===== src/rtl/sweep_pkg.sv =====
// Shared definitions for the pattern sweep capture block: controller states
// and the MISR feedback polynomial.
package sweep_pkg;

  typedef enum logic [2:0] {
    IDLE   = 3'd0,
    SETTLE = 3'd1,
    SAMPLE = 3'd2,
    EMIT   = 3'd3,
    DONE   = 3'd4
  } sweep_state_e;

  // CCITT feedback taps for a 16-bit signature; narrower signatures use the
  // low bits.
  localparam logic [15:0] POLY = 16'h1021;

endpackage : sweep_pkg


===== src/rtl/sweep_misr.sv =====
// Multiple-input signature register: folds one response word per enabled
// cycle into a running signature. A synchronous clear restarts it from zero.
module sweep_misr
  import sweep_pkg::*;
#(
  parameter int SIG_W = 16,
  parameter int DIN_W = 1
) (
  input  logic             clk,
  input  logic             rst,
  input  logic             clear,
  input  logic             en,
  input  logic [DIN_W-1:0] din,
  output logic [SIG_W-1:0] sig
);

  localparam logic [SIG_W-1:0] POLY_W = SIG_W'(POLY);

  logic [SIG_W-1:0] sig_d;
  logic [SIG_W-1:0] sig_q;

  // Next signature: shift, conditional polynomial feedback, fold in data.
  always_comb begin
    sig_d = sig_q;
    if (clear) begin
      sig_d = '0;
    end else if (en) begin
      sig_d = (sig_q << 1) ^ (sig_q[SIG_W-1] ? POLY_W : '0) ^ SIG_W'(din);
    end
  end

  // Signature register.
  always_ff @(posedge clk or posedge rst) begin
    if (rst) sig_q <= '0;
    else     sig_q <= sig_d;
  end

  assign sig = sig_q;

endmodule : sweep_misr


===== src/rtl/pattern_sweep_capture.sv =====
// Exhaustive stimulus sweep: drives every N_W-bit pattern to an external
// DUT, lets it settle, captures the response, hands each (pattern, response)
// record to a logger over valid/ready and compacts all responses into a MISR.
module pattern_sweep_capture
  import sweep_pkg::*;
#(
  parameter int N_W        = 3,
  parameter int OUT_W      = 1,
  parameter int SIG_W      = 16,
  parameter int SETTLE_CYC = 1
) (
  input  logic             CK,
  input  logic             reset,
  input  logic             start,
  input  logic             abort,
  output logic [N_W-1:0]   N_out,
  input  logic [OUT_W-1:0] dut_out,
  output logic             resp_valid,
  input  logic             resp_ready,
  output logic [N_W-1:0]   resp_pattern,
  output logic [OUT_W-1:0] resp_bits,
  output logic             busy,
  output logic             done,
  output logic [SIG_W-1:0] sig
);

  localparam int                CNT_W    = (SETTLE_CYC > 1) ? $clog2(SETTLE_CYC) : 1;
  localparam logic [CNT_W-1:0]  CNT_LAST = CNT_W'(SETTLE_CYC - 1);
  localparam logic [N_W-1:0]    LAST_PAT = '1;

  sweep_state_e     state_d, state_q;
  logic [N_W-1:0]   pattern_d, pattern_q;
  logic [CNT_W-1:0] cnt_d, cnt_q;
  logic [N_W-1:0]   resp_pattern_d, resp_pattern_q;
  logic [OUT_W-1:0] resp_bits_d, resp_bits_q;
  logic             misr_clear;
  logic             misr_en;

  // Next-state and datapath updates; abort overrides every state.
  // NOTE: every signal assigned here gets a default first so that no path
  // leaves it unassigned, which would otherwise infer a latch.
  always_comb begin
    state_d        = state_q;
    pattern_d      = pattern_q;
    cnt_d          = cnt_q;
    resp_pattern_d = resp_pattern_q;
    resp_bits_d    = resp_bits_q;
    misr_clear     = 1'b0;
    misr_en        = 1'b0;

    if (abort) begin
      state_d   = IDLE;
      pattern_d = '0;
      cnt_d     = '0;
    end else begin
      unique case (state_q)
        IDLE, DONE: begin
          if (start) begin
            state_d    = SETTLE;
            pattern_d  = '0;
            cnt_d      = '0;
            misr_clear = 1'b1;
          end
        end
        SETTLE: begin
          if (cnt_q == CNT_LAST) begin
            cnt_d   = '0;
            state_d = SAMPLE;
          end else begin
            cnt_d = cnt_q + CNT_W'(1);
          end
        end
        SAMPLE: begin
          resp_pattern_d = pattern_q;
          resp_bits_d    = dut_out;
          misr_en        = 1'b1;
          state_d        = EMIT;
        end
        EMIT: begin
          if (resp_ready) begin
            if (pattern_q == LAST_PAT) begin
              state_d = DONE;
            end else begin
              pattern_d = pattern_q + N_W'(1);
              state_d   = SETTLE;
            end
          end
        end
        default: state_d = IDLE;
      endcase
    end
  end

  // State and datapath registers.
  // NOTE: sequential state uses non-blocking assignments so every flop
  // samples its pre-edge inputs regardless of statement order.
  always_ff @(posedge CK or posedge reset) begin
    if (reset) begin
      state_q        <= IDLE;
      pattern_q      <= '0;
      cnt_q          <= '0;
      resp_pattern_q <= '0;
      resp_bits_q    <= '0;
    end else begin
      state_q        <= state_d;
      pattern_q      <= pattern_d;
      cnt_q          <= cnt_d;
      resp_pattern_q <= resp_pattern_d;
      resp_bits_q    <= resp_bits_d;
    end
  end

  sweep_misr #(
    .SIG_W (SIG_W),
    .DIN_W (OUT_W)
  ) u_misr (
    .clk   (CK),
    .rst   (reset),
    .clear (misr_clear),
    .en    (misr_en),
    .din   (dut_out),
    .sig   (sig)
  );

  assign N_out        = pattern_q;
  assign resp_pattern = resp_pattern_q;
  assign resp_bits    = resp_bits_q;
  assign resp_valid   = (state_q == EMIT);
  assign busy         = (state_q == SETTLE) || (state_q == SAMPLE) || (state_q == EMIT);
  assign done         = (state_q == DONE);

endmodule : pattern_sweep_capture

===== config.mk =====
export PLATFORM = sky130hd
export DESIGN_NAME = pattern_sweep_capture
export DESIGN_NICKNAME = d
export VERILOG_FILES = /design/src/rtl/sweep_pkg.sv /design/src/rtl/sweep_misr.sv /design/src/rtl/pattern_sweep_capture.sv
export SDC_FILE = /design/constraint.sdc
export NUM_CORES = 1
export LEC_CHECK = 0
export CAP_MARGIN = 20
export CELL_PAD_IN_SITES_DETAIL_PLACEMENT = 0
export CELL_PAD_IN_SITES_GLOBAL_PLACEMENT = 1
export CORE_ASPECT_RATIO = 1.25
export CORE_UTILIZATION = 37
export DETAILED_ROUTE_END_ITERATION = 10
export PLACE_DENSITY_LB_ADDON = 0.1
export SLEW_MARGIN = 25
export SYNTH_ARGS = -nofsm -noshare
export SYNTH_HDL_FRONTEND = slang
export SYNTH_SLANG_ARGS = --single-unit

===== constraint.sdc =====
create_clock -name CK -period 1.8 [get_ports CK]
set_input_delay 0.54 -clock CK [delete_from_list [all_inputs] [get_ports CK]]
set_output_delay 0.54 -clock CK [all_outputs]
set_load 0.03 [all_outputs]

# Word-level counts from Yosys, hierarchy flattened
# Cells that the tools add are included.
dict set report classes {
  mux 23
  n_eq_ne 9
  bitwise 3
  add_sub_neg 2
  reduce_logical 11
}
# cell count
set ops {}
lappend ops {{2-to-1 mux 16 bit} 2}
lappend ops {{2-to-1 mux 3 bit} 9}
lappend ops {{bitwise XOR 16 x 1 -> 16 bit} 1}
lappend ops {{bitwise XOR 16 bit} 1}
lappend ops {{2-to-1 mux 13 bit} 1}
lappend ops {{case mux 3 bit (4 select lines)} 1}
lappend ops {{!= test 3 bit, second input constant} 3}
lappend ops {{2-to-1 mux 1 bit} 8}
lappend ops {{== test 3 x 2 -> 1 bit, second input constant} 2}
lappend ops {{== test 3 bit, second input constant} 2}
lappend ops {{case mux 3 bit (2 select lines)} 1}
lappend ops {{nonzero test 3 bit} 2}
lappend ops {{AND reduction 2 bit} 2}
lappend ops {{AND reduction 4 bit} 1}
lappend ops {{adder 3 x 1 -> 3 bit, second input constant} 1}
lappend ops {{== test 3 x 1 -> 1 bit, second input constant} 1}
lappend ops {{logical NOT 3 bit} 1}
lappend ops {{!= test 3 x 2 -> 1 bit, second input constant} 1}
lappend ops {{AND reduction 3 bit} 1}
lappend ops {{logical OR 1 bit} 2}
lappend ops {{case mux 1 bit (2 select lines)} 1}
lappend ops {{nonzero test 2 bit} 1}
lappend ops {{OR reduction 2 bit} 1}
lappend ops {{adder 1 bit, second input constant} 1}
lappend ops {{NOT 1 bit} 1}
dict set report totals {
  in_bits 6
  output_inout_bits 26
  word_cells 54
  ff_bits 27
}

# Depth between registers and ports, before layout
# Gate-level depths: netlist of the first run.
dict set report depth {
  ltp_word 5
  mapped_depth 6
  mapped_depth_nobuf 5
}

# Cells and area by module
# From an unflattened synthesis of the first run, not the netlist that was laid out.
dict set report unflattened {
  cells_unflattened 102
  area_unflattened_um2 1218.7
}
# mod cells_each n_inst seq_area_each_um2 area_per_inst_um2
set by_module_without_submodules {}
lappend by_module_without_submodules {sweep_misr 56 1 400.4 704.4}
lappend by_module_without_submodules {pattern_sweep_capture 46 1 250.2 514.2}

# Worst setup path before layout of the first run
# No wires, ideal clock.
dict set report synth_path {
  path_type {input-to-reg}
  from {input abort}
  to {register resp_bits_q, in the netlist resp_bits}
  t_required_ns 1.675
  path_buffers 2
  t_arrival_ns 1.434
  setup_time_ns 0.125
  cell_stages 4
  path_slack_ns 0.241
  path_cell_list {clkbuf_8 nor4b_4 buf_6 mux2_4}
}
dict set report synth_via {
  elab_chain_len 2
}
# element line_no
set synth_lines {}
lappend synth_lines {{start: declaration} pattern_sweep_capture.sv:15} ;# input logic abort,
lappend synth_lines {{NOT 1 bit (no line)} n/a}
lappend synth_lines {{AND reduction 2 bit (no line)} n/a}
lappend synth_lines {{end signal: assignment} pattern_sweep_capture.sv:109} ;# resp_bits_q <= resp_bits_d;
lappend synth_lines {{end: declaration} pattern_sweep_capture.sv:35} ;# logic [OUT_W-1:0] resp_bits_d, resp_bits_q;
# No other way between the ends.
# A chain may end at the register's enable or synchronous reset.

# Worst setup path after layout of the first run
dict set report layout_path {
  from {register state_q[2]}
  to {output resp_valid}
}
dict set report layout_via {
  elab_chain_len 1
}
# element line_no
set layout_lines {}
lappend layout_lines {{start: declaration} pattern_sweep_capture.sv:31} ;# sweep_state_e state_d, state_q;
lappend layout_lines {{start signal: assignment} pattern_sweep_capture.sv:105} ;# state_q <= state_d;
lappend layout_lines {{== test 3 x 2 -> 1 bit} pattern_sweep_capture.sv:128} ;# assign resp_valid = (state_q == EMIT);
lappend layout_lines {{end: declaration} pattern_sweep_capture.sv:18} ;# output logic resp_valid,
# No other way between the ends.

==> results of run 1 <==
[routing by layer]
layer | routed length [um] | GRT usage
met5 | 0 | 0
met4 | 17 | 0.0592
met1 | 1050 | 0.206
met3 | 81 | 0.0208
met2 | 1300 | 0.291
[per-stage QoR]
| step | cells | hold WS [ns] | worst slack [ns] | power (mW) | cell area (sq um) |
|---|---|---|---|---|---|
| 2_1_floorplan | 88 | 0.580 | 0.241 | 0.844 | 1190 |
| 3_3_place_gp | 161 | 0.500 | -0.0720 | 0.954 | 1580 |
| 3_5_place_dp | 161 | 0.504 | -0.108 | 0.956 | 1580 |
| 4_1_cts | 168 | 0.537 | 0.0223 | 1.24 | 1620 |
| 5_1_grt | 168 | 0.557 | -0.0128 | 1.29 | 1630 |
| 6_report | 168 | 0.534 | 0.0458 | 1.22 | 1630 |
[worst max path at each step]
stage	startpoint	end	slack [ns]	depth (start not counted)
floorplan	abort	resp_bits$_DFFE_PP0P_	0.24	4
global placement	abort	u_misr.sig[5]$_DFFE_PP0P_	-0.07	5
detailed placement	abort	resp_bits$_DFFE_PP0P_	-0.11	4
CTS	state_q[2]$_DFFE_PP0P_	resp_valid	0.02	3
global route	state_q[2]$_DFFE_PP0P_	resp_valid	-0.01	3
finish	state_q[2]$_DFFE_PP0P_	resp_valid	0.05	3
[flip-flops by register name, summed over array words and instances, names as in the netlist]
name,cells
resp_bits,1
resp_pattern,3
u_misr.sig,16
N_out,3
state_q,3
[Yosys cell counts (all sizes together), types with 2 or more instances]
| master | number |
|---|---|
| a21oi | 2 |
| a22o | 15 |
| and2 | 2 |
| and2b | 2 |
| buf | 4 |
| clkbuf | 2 |
| dfrtp | 26 |
| ha | 2 |
| inv | 5 |
| mux2 | 4 |
| nand3 | 2 |
| nor2 | 4 |
| nor4b | 2 |
| o2111ai | 3 |
| o41ai | 3 |
| xor2 | 3 |
[power by group]
| part | switching (mW) | total, mW | internal (mW) |
|---|---|---|---|
| registers | 0.0295 | 0.648 | 0.619 |
| clock network | 0.167 | 0.290 | 0.123 |
| logic | 0.163 | 0.286 | 0.123 |
[what timing repair did]
action,4_1_cts,5_1_grt
hold endpoints to repair,0,0
endpoints found under the setup margin,26,3
cloned,0,0
gates resized for setup,26,3
setup buffers,3,0
hold buffers,0,0
[placed cells by master, fill, tap and decap left out, types with 2 or more instances in the layout]
master	count
clkbuf_4	3
a22o_2	7
mux2_4	3
dfrtp_2	2
o2111ai_1	3
o41ai_1	3
dlygate4sd2_1	23
nor2_1	2
dfrtp_1	24
ha_1	2
a22o_1	8
and2b_4	2
buf_4	16
nor2_2	2
xor2_1	3
clkdlybuf4s50_1	5
nand3_1	2
inv_1	5
a21oi_1	2
[final cells by class]
class | instances | share of cell area
inverters | 5 | 0.0115
repair buffers | 46 | 0.248
multi-input cells | 51 | 0.289
flip-flops and latches | 26 | 0.402
clock buffers | 4 | 0.0223
well taps | 36 | 0.0277
[cell families (layout without fill, tap and decap cells)]
family	after synthesis	in the layout
muxes	4	4
DFF	26	26
and+or+nand+nor	16	16
AOI/OAI and AO/OA	26	26
buffers and inverters	11	55
xor gates and xnor gates	3	3
adders and majority gates	2	2
==> results.yml, run 1 <==
run_status:
  status: "finished clean"
timing:
  max_freq_mhz: 570
  worst_slew_pin_slew_ns: 0.402
  final.setup.tns_ns: 0
  maxSlewViolCount: 0
  setup_viol: 0
  grt_setup_unrepaired: "yes"
  timing.final.crit_share: 0.975
  relSlewSlack: 0.731
  post-route-min-period_ns: 1.75
  finClkSkew_ns: 0.00211
  hold_violations: 0
detailed_routing:
  drcViolationCount: 0
  wl_mm: 2.46
  wl_per_cell_um: 14.6
  ant_nets: 0
  drtIter0Drc: 16
  dr_total_vias: 876
  drt-pass1-iter-count: 3
  drt-vias-per-instance: 5.21
global_routing:
  antenna_found_initial: 0
  grt_pass1_wl_mm: 4.28
  overflow: 0
  grt_pass1_vias: 906
  grt_usage: 0.167
  grt_max_degree: 27
cells_and_area:
  fillers: 297
  diodes: 0
  utilization: 0.542
  multi_input_comb_area_sq_um: 469
  fin_nets: 141
  regArea_sq_um: 653
  drive_gt1_frac: 0.326
  synthToLayoutAreaGrowth_pct: 36.2
critical_path:
  endpoint_kind: "output port"
  worstRegToRegCells: 4
  crit_arrival_ns: 1.21
  cp_num_buf_inv: 1
  critPathRequiredTime_ns: 1.26
  critPathMaxFanout: 2
  r2r_start: "N_out[0]$_DFFE_PP0P_"
  slowest_stage: "dfrtp_1"
  r2r-end: "N_out[2]$_DFFE_PP0P_"
  startpoint_type: "register"
  crit_chain: "and2b_4, and2_4, buf_6"
  worst-r2r-setup-slack_ns: 0.29
  cpPeakStageDelay_ns: 0.40
  crit_family: "flip-flops"
  worstSetupPathType: "reg2out"
clock_tree:
  cts_buffers: 3
  clk_path_buf_depth: 2
  root_buffer: "clkbuf_4"
  clk_latency_ns: 0.31
  cts_htree_levels: 1
  clk_pin_slew_ns: 0.14
  cts_num_sinks: 26
  tritoncts: "built"
synthesis:
  synth-simple-area-share: 0.101
  syn_area_per_cell_sq_um: 13.6
  synthAdderAreaFrac: 0.0210
  ys_async_sr_fraction: 1.00
  netlist_top_cells_area: "dfrtp_1 55%, a22o_1 5.9%, a22o_2 5.9%"
  syn_area_sq_um: 1190
  synth_compound_area_frac: 0.196
  synth_cell_types: 27
  ys.flop_type: "dfrtp_1"
  synth_edf_count: 0
  yosysWarnings: 0
  ys_seq_elements: 26
  yosysTopAreaCellShare: 0.545
  syn-instance-count: 88
  synth_xor_area_frac: 0.0220
  synth_area_leader_cell: "dfrtp_1"
  synth-seq-area-share: 0.545
  synth_top_family_by_area: "compound AO/OA/AOI/OAI gates"
  synth_nets: 96
  muxShareOfSynthArea: 0.0472
run:
  cap_violations: 0
placement:
  dpl.hpwl_mm: 1.79
  gp_congestion: 0.684
  numPortBuffers: 31
floorplan:
  start_util: 0.398
  std_cell_rows: 22
  io_pins: 32
  dieArea_sq_um: 3460
  die_height_um: 65.5
  core-area_sq_um: 3000
  die_width_um: 52.8
min_path:
  holdPathStages: 1
  hold_path_class: "reg2reg"
  hold_start: "resp_pattern[0]$_DFFE_PP0P_"
  min_to: "resp_pattern[0]$_DFFE_PP0P_"
power:
  peakVddDrop_v: 0.000356
  p_leak_nw: 0.871
  p_per_area_nw_per_um2: 753
Power figures use the tool's default switching activity.
==> inputs of run 2 (changes only) <==
--- a/config.mk
+++ b/config.mk
@@ -11,8 +11,7 @@
 export CORE_ASPECT_RATIO = 1.25
 export CORE_UTILIZATION = 37
 export DETAILED_ROUTE_END_ITERATION = 10
-export PLACE_DENSITY_LB_ADDON = 0.1
-export SLEW_MARGIN = 25
+export PLACE_DENSITY = 0.77
 export SYNTH_ARGS = -nofsm -noshare
 export SYNTH_HDL_FRONTEND = slang
 export SYNTH_SLANG_ARGS = --single-unit
==> run 2 against run 1 <==
Wire length grew 4.9%. Combinational power is essentially flat. Critical path depth unchanged. Register-to-register slack lost 0.12 ns. Final cell count shrank 0.60%. Non-clock buffer count is 1 lower. Via count increased by 0.80%. Utilization down 0.083 points.
==> results.yml, run 2 (same netlist as run 1, synthesis figures left out) <==
timing:
  grt_setup_unrepaired: "yes"
  hold_violations: 0
  relSlewSlack: 0.721
  final.setup.tns_ns: 0
  post-route-min-period_ns: 1.74
  maxSlewViolCount: 0
  max_freq_mhz: 574
  setup_viol: 0
  timing.final.crit_share: 0.969
  finClkSkew_ns: 0.00949
  worst_slew_pin_slew_ns: 0.416
  fin_hold_ws_ns: 0.526
clock_tree:
  tritoncts: "built"
  holdBufCountCts: 0
  cts_num_sinks: 26
  clk_pin_slew_ns: 0.14
  clk_path_buf_depth: 2
  clk_latency_ns: 0.32
  cts_buffers: 3
  root_buffer: "clkbuf_4"
  cts_htree_levels: 1
power:
  p_seq_frac: 0.530
  peakVddDrop_v: 0.000351
  p_leak_nw: 0.867
  switching_share: 0.295
  power_mw: 1.23
  combPwrFrac: 0.234
  power_switching_mw: 0.362
  p_int_mw: 0.867
  p_clk_frac: 0.235
  p_per_area_nw_per_um2: 757
global_routing:
  grt_usage: 0.166
  grt_max_degree: 27
  antenna_found_initial: 0
  grt_pass1_wl_mm: 4.20
  overflow: 0
  grt_pass1_vias: 870
min_path:
  hold_path_class: "reg2reg"
critical_path:
  critPathRequiredTime_ns: 1.26
  crit_arrival_ns: 1.20
  startpoint_type: "register"
  worstSetupPathType: "reg2out"
  critPathMaxFanout: 2
  endpoint_kind: "output port"
cells_and_area:
  fin_nets: 140
  diodes: 0
  layout_commonest_cell: "dfrtp_1"
  drive_gt1_frac: 0.321
  largest_reg_flops: 16
  final_cell_mix: "24 x dfrtp_1, 23 x dlygate4sd2_1, 15 x buf_4, 8 x a22o_1, 7 x a22o_2"
  synthToLayoutAreaGrowth_pct: 36.0
  fillers: 284
detailed_routing:
  wl_mm: 2.58
  drtIter0Drc: 16
  drt-vias-per-instance: 5.29
  ant_nets: 0
  wl_per_cell_um: 15.4
  drcViolationCount: 0
  dr_total_vias: 883
  drt-pass1-iter-count: 4
placement:
  dpl.hpwl_mm: 1.83
  gp_congestion: 0.684
  numPortBuffers: 31
run_status:
  status: "finished clean"
floorplan:
  core-area_sq_um: 3000
  io_pins: 32
  start_util: 0.398
  dieArea_sq_um: 3460
  die_height_um: 65.5
  die_width_um: 52.8
  std_cell_rows: 22
run:
  cap_violations: 0
-- run 2: cell types whose count changed in the layout (fill, tap and decap cells not counted) --
cell    previous run  this run
buf_4             16        15
nor2_2             2         1
nor2_4             0         1
-- run 2: critical path, cell delays in order (launching register included) --
cell and delay [ns]:
dfrtp_1 0.41, and2b_4 0.25, and2_4 0.13, buf_6 0.12
-- run 2: routing by layer --
metal,GRT usage,part of all wire,vias up
met1,0.215,0.47,440
met5,0,0,-
met2,0.278,0.48,29
li1,-,-,412
met4,0.0592,0.0047,0
met3,0.0208,0.046,2
-- run 2: cell type report --
class / instances / area [sq um] / area share
tap: 36 / 45.0 / 0.0278
sequential: 26 / 653 / 0.402
timing repair buffer: 45 / 395 / 0.244
clock buffer: 4 / 36.3 / 0.0224
inverter: 5 / 18.8 / 0.0116
multi-input combinational: 51 / 474 / 0.292
-- run 2: what timing repair did --
action / 4_1_cts / 5_1_grt
setup buffers: 3 / 0
setup endpoints to repair: 26 / 3
pin swaps: 0 / 1
gates resized for setup: 26 / 4
-- run 2: worst paths after layout --
| kind | endpoint | start | slack [ns] | depth (start not counted) |
|---|---|---|---|---|
| hold reg to reg | resp_pattern[1]$_DFFE_PP0P_ | resp_pattern[1]$_DFFE_PP0P_ | 0.53 | 1 |
| setup reg to reg | N_out[0]$_DFFE_PP0P_ | N_out[0]$_DFFE_PP0P_ | 0.17 | 4 |
| hold / removal | resp_pattern[1]$_DFFE_PP0P_ | resp_pattern[1]$_DFFE_PP0P_ | 0.53 | 1 |
| min in group asynchronous | u_misr.sig[14]$_DFFE_PP0P_ | reset | 0.55 | 3 |
| setup / recovery | resp_valid | state_q[2]$_DFFE_PP0P_ | 0.06 | 3 |
| max in group asynchronous | state_q[1]$_DFFE_PP0P_ | reset | 0.97 | 3 |
-- run 2: stage by stage --
stage / worst slack [ns] / instance area, sq um / std cells / util
2_1_floorplan: 0.241 / 1190 / 88 / -
3_3_place_gp: -0.0616 / 1570 / 160 / 0.525
3_5_place_dp: -0.0936 / 1570 / 160 / 0.525
4_1_cts: 0.0118 / 1610 / 167 / 0.537
5_1_grt: -0.0243 / 1620 / 167 / 0.541
6_report: 0.0565 / 1620 / 167 / 0.541
-- run 2: power by group through the flow --
stage | Clock [mW] | Combinational, mW | Sequential [mW]
after floorplan | 0 | 0.131 | 0.713
after global placement | 0 | 0.283 | 0.668
after detailed placement | 0 | 0.288 | 0.668
after CTS | 0.308 | 0.286 | 0.649
after global routing | 0.328 | 0.306 | 0.656
final | 0.289 | 0.288 | 0.652
==> inputs of run 3 (changes only) <==
--- a/config.mk
+++ b/config.mk
@@ -6,7 +6,7 @@
 export NUM_CORES = 1
 export LEC_CHECK = 0
 export CAP_MARGIN = 20
-export CELL_PAD_IN_SITES_DETAIL_PLACEMENT = 0
+export CELL_PAD_IN_SITES_DETAIL_PLACEMENT = 1
 export CELL_PAD_IN_SITES_GLOBAL_PLACEMENT = 1
 export CORE_ASPECT_RATIO = 1.25
 export CORE_UTILIZATION = 37
==> run 3 against run 2 <==
Total power is 3.9% lower. Utilization is 0.63 points lower. Non-clock buffer count stayed put. Design area is 1.2% lower. Clock skew is 0.0063 ns lower. Clock power is 16% lower. Worst hold slack worse by 0.0012 ns. Final cell count is 0.60% lower. Wire length is 7.8% higher. Register-to-register slack better by 0.09 ns.
==> results.yml, run 3 (same netlist as run 1, synthesis figures left out) <==
power:
  combPwrFrac: 0.243
  switching_share: 0.306
  peakVddDrop_v: 0.000355
  power_mw: 1.18
  power_switching_mw: 0.361
  p_clk_frac: 0.206
  p_int_mw: 0.820
  p_per_area_nw_per_um2: 737
  p_leak_nw: 0.858
  p_seq_frac: 0.551
clock_tree:
  cts_buffers: 3
  root_buffer: "clkbuf_4"
  clk_pin_slew_ns: 0.13
  clk_path_buf_depth: 2
  tritoncts: "built"
  cts_num_sinks: 26
  clk_latency_ns: 0.32
  cts_htree_levels: 1
floorplan:
  std_cell_rows: 22
  core-area_sq_um: 3000
  start_util: 0.398
  io_pins: 32
  die_height_um: 65.5
  dieArea_sq_um: 3460
  die_width_um: 52.8
timing:
  timing.final.crit_share: 0.977
  max_freq_mhz: 568
  setup_viol: 0
  grt_setup_unrepaired: "yes"
  relSlewSlack: 0.731
  hold_violations: 0
  finClkSkew_ns: 0.00319
  maxSlewViolCount: 0
  post-route-min-period_ns: 1.76
  worst_slew_pin_slew_ns: 0.402
  fin_hold_ws_ns: 0.525
run:
  cap_violations: 0
detailed_routing:
  dr_wl_met2_mm: 1.43
  dr_total_vias: 909
  ant_nets: 0
  wl_mm: 2.78
  top_layer: "met4"
  drcViolationCount: 0
  drt-pass1-iter-count: 4
  wl_per_cell_um: 16.7
  drt-vias-per-instance: 5.48
  drtIter0Drc: 9
  wl_met1_mm: 1.19
  wl_met3_um: 138
global_routing:
  grt_max_degree: 27
  grt_pass1_wl_mm: 4.82
  grt_usage: 0.189
  grt_pass1_vias: 980
  antenna_found_initial: 0
  overflow: 0
min_path:
  hold_path_class: "reg2reg"
run_status:
  status: "finished clean"
critical_path:
  startpoint_type: "register"
  critPathRequiredTime_ns: 1.26
  worstSetupPathType: "reg2out"
  endpoint_kind: "output port"
  critPathMaxFanout: 2
  crit_arrival_ns: 1.22
cells_and_area:
  drive_gt1_frac: 0.315
  largest_reg_flops: 16
  diodes: 0
  final_cells: 166
  final_cell_mix: "24 x dfrtp_1, 23 x dlygate4sd2_1, 15 x buf_4, 8 x a22o_1, 7 x a22o_2"
  fillers: 329
  synthToLayoutAreaGrowth_pct: 34.4
  layout_commonest_cell: "dfrtp_1"
  postLayoutCellArea_sq_um: 1600
  fin_nets: 140
  utilization: 0.535
placement:
  numPortBuffers: 31
  place_area_sq_um: 1570
  placed_cells: 160
  dpl.hpwl_mm: 2.04
  gp_congestion: 0.684
[run 3: changes by cell type in the layout (fill, tap and decap cells not counted)]
cell,change
nor2_4,-1
clkbuf_8,-1
nor2_2,+1
[run 3: critical path: stages (launching register included)]
cell     delay [ns]
dfrtp_1        0.41
and2b_4        0.25
and2_4         0.13
buf_6          0.12
[run 3: area by class of cell]
cell class	instances	area [sq um]	share of cell area
Sequential cell	26	653	0.407
Multi-Input combinational cell	51	469	0.293
Timing Repair Buffer	45	395	0.246
Tap cell	36	45.0	0.0281
Clock buffer	3	22.5	0.0140
Inverter	5	18.8	0.0117
[run 3: path summary, 6_finish.rpt]
| path | start | end | slack (ns) | depth (start not counted) |
|---|---|---|---|---|
| worst max-delay path | state_q[2]$_DFFE_PP0P_ | resp_valid | 0.04 | 3 |
| worst min-delay path | resp_pattern[1]$_DFFE_PP0P_ | resp_pattern[1]$_DFFE_PP0P_ | 0.52 | 1 |
| worst max register to register | N_out[0]$_DFFE_PP0P_ | N_out[0]$_DFFE_PP0P_ | 0.26 | 4 |
| worst min register to register | resp_pattern[1]$_DFFE_PP0P_ | resp_pattern[1]$_DFFE_PP0P_ | 0.52 | 1 |
| max in group asynchronous | reset | state_q[0]$_DFFE_PP0P_ | 0.96 | 3 |
| min in group asynchronous | reset | u_misr.sig[14]$_DFFE_PP0P_ | 0.56 | 3 |
[run 3: layer usage]
| metal | vias to the layer above | track usage |
|---|---|---|
| met1 | 461 | 0.234 |
| met4 | 0 | 0.0493 |
| met2 | 31 | 0.337 |
| li1 | 415 | - |
| met3 | 2 | 0.0231 |
| met5 | - | 0 |
[run 3: what timing repair did]
item / 4_1_cts / 5_1_grt
hold buffers: 0 / 0
gates resized for setup: 26 / 3
pin swaps: 0 / 0
endpoints found under the setup margin: 26 / 3
buffers inserted: 3 / 0
[run 3: through the flow]
| stage | setup WS (ns) | TNS [ns] |
|---|---|---|
| floorplan | 0.241 | 0 |
| global placement | -0.0616 | -0.716 |
| detailed placement | -0.0917 | -1.16 |
| CTS | 0.0156 | 0 |
| global route | -0.0172 | -0.0321 |
| finish | 0.0405 | 0 |
[run 3: power groups by stage]
stage               logic, mW  clock network [mW]  registers (mW)
CTS                     0.287               0.261           0.651
floorplan               0.131                   0           0.713
finish                  0.287               0.244           0.650
global route            0.307               0.283           0.656
detailed placement      0.289                   0           0.669
global placement        0.283                   0           0.668
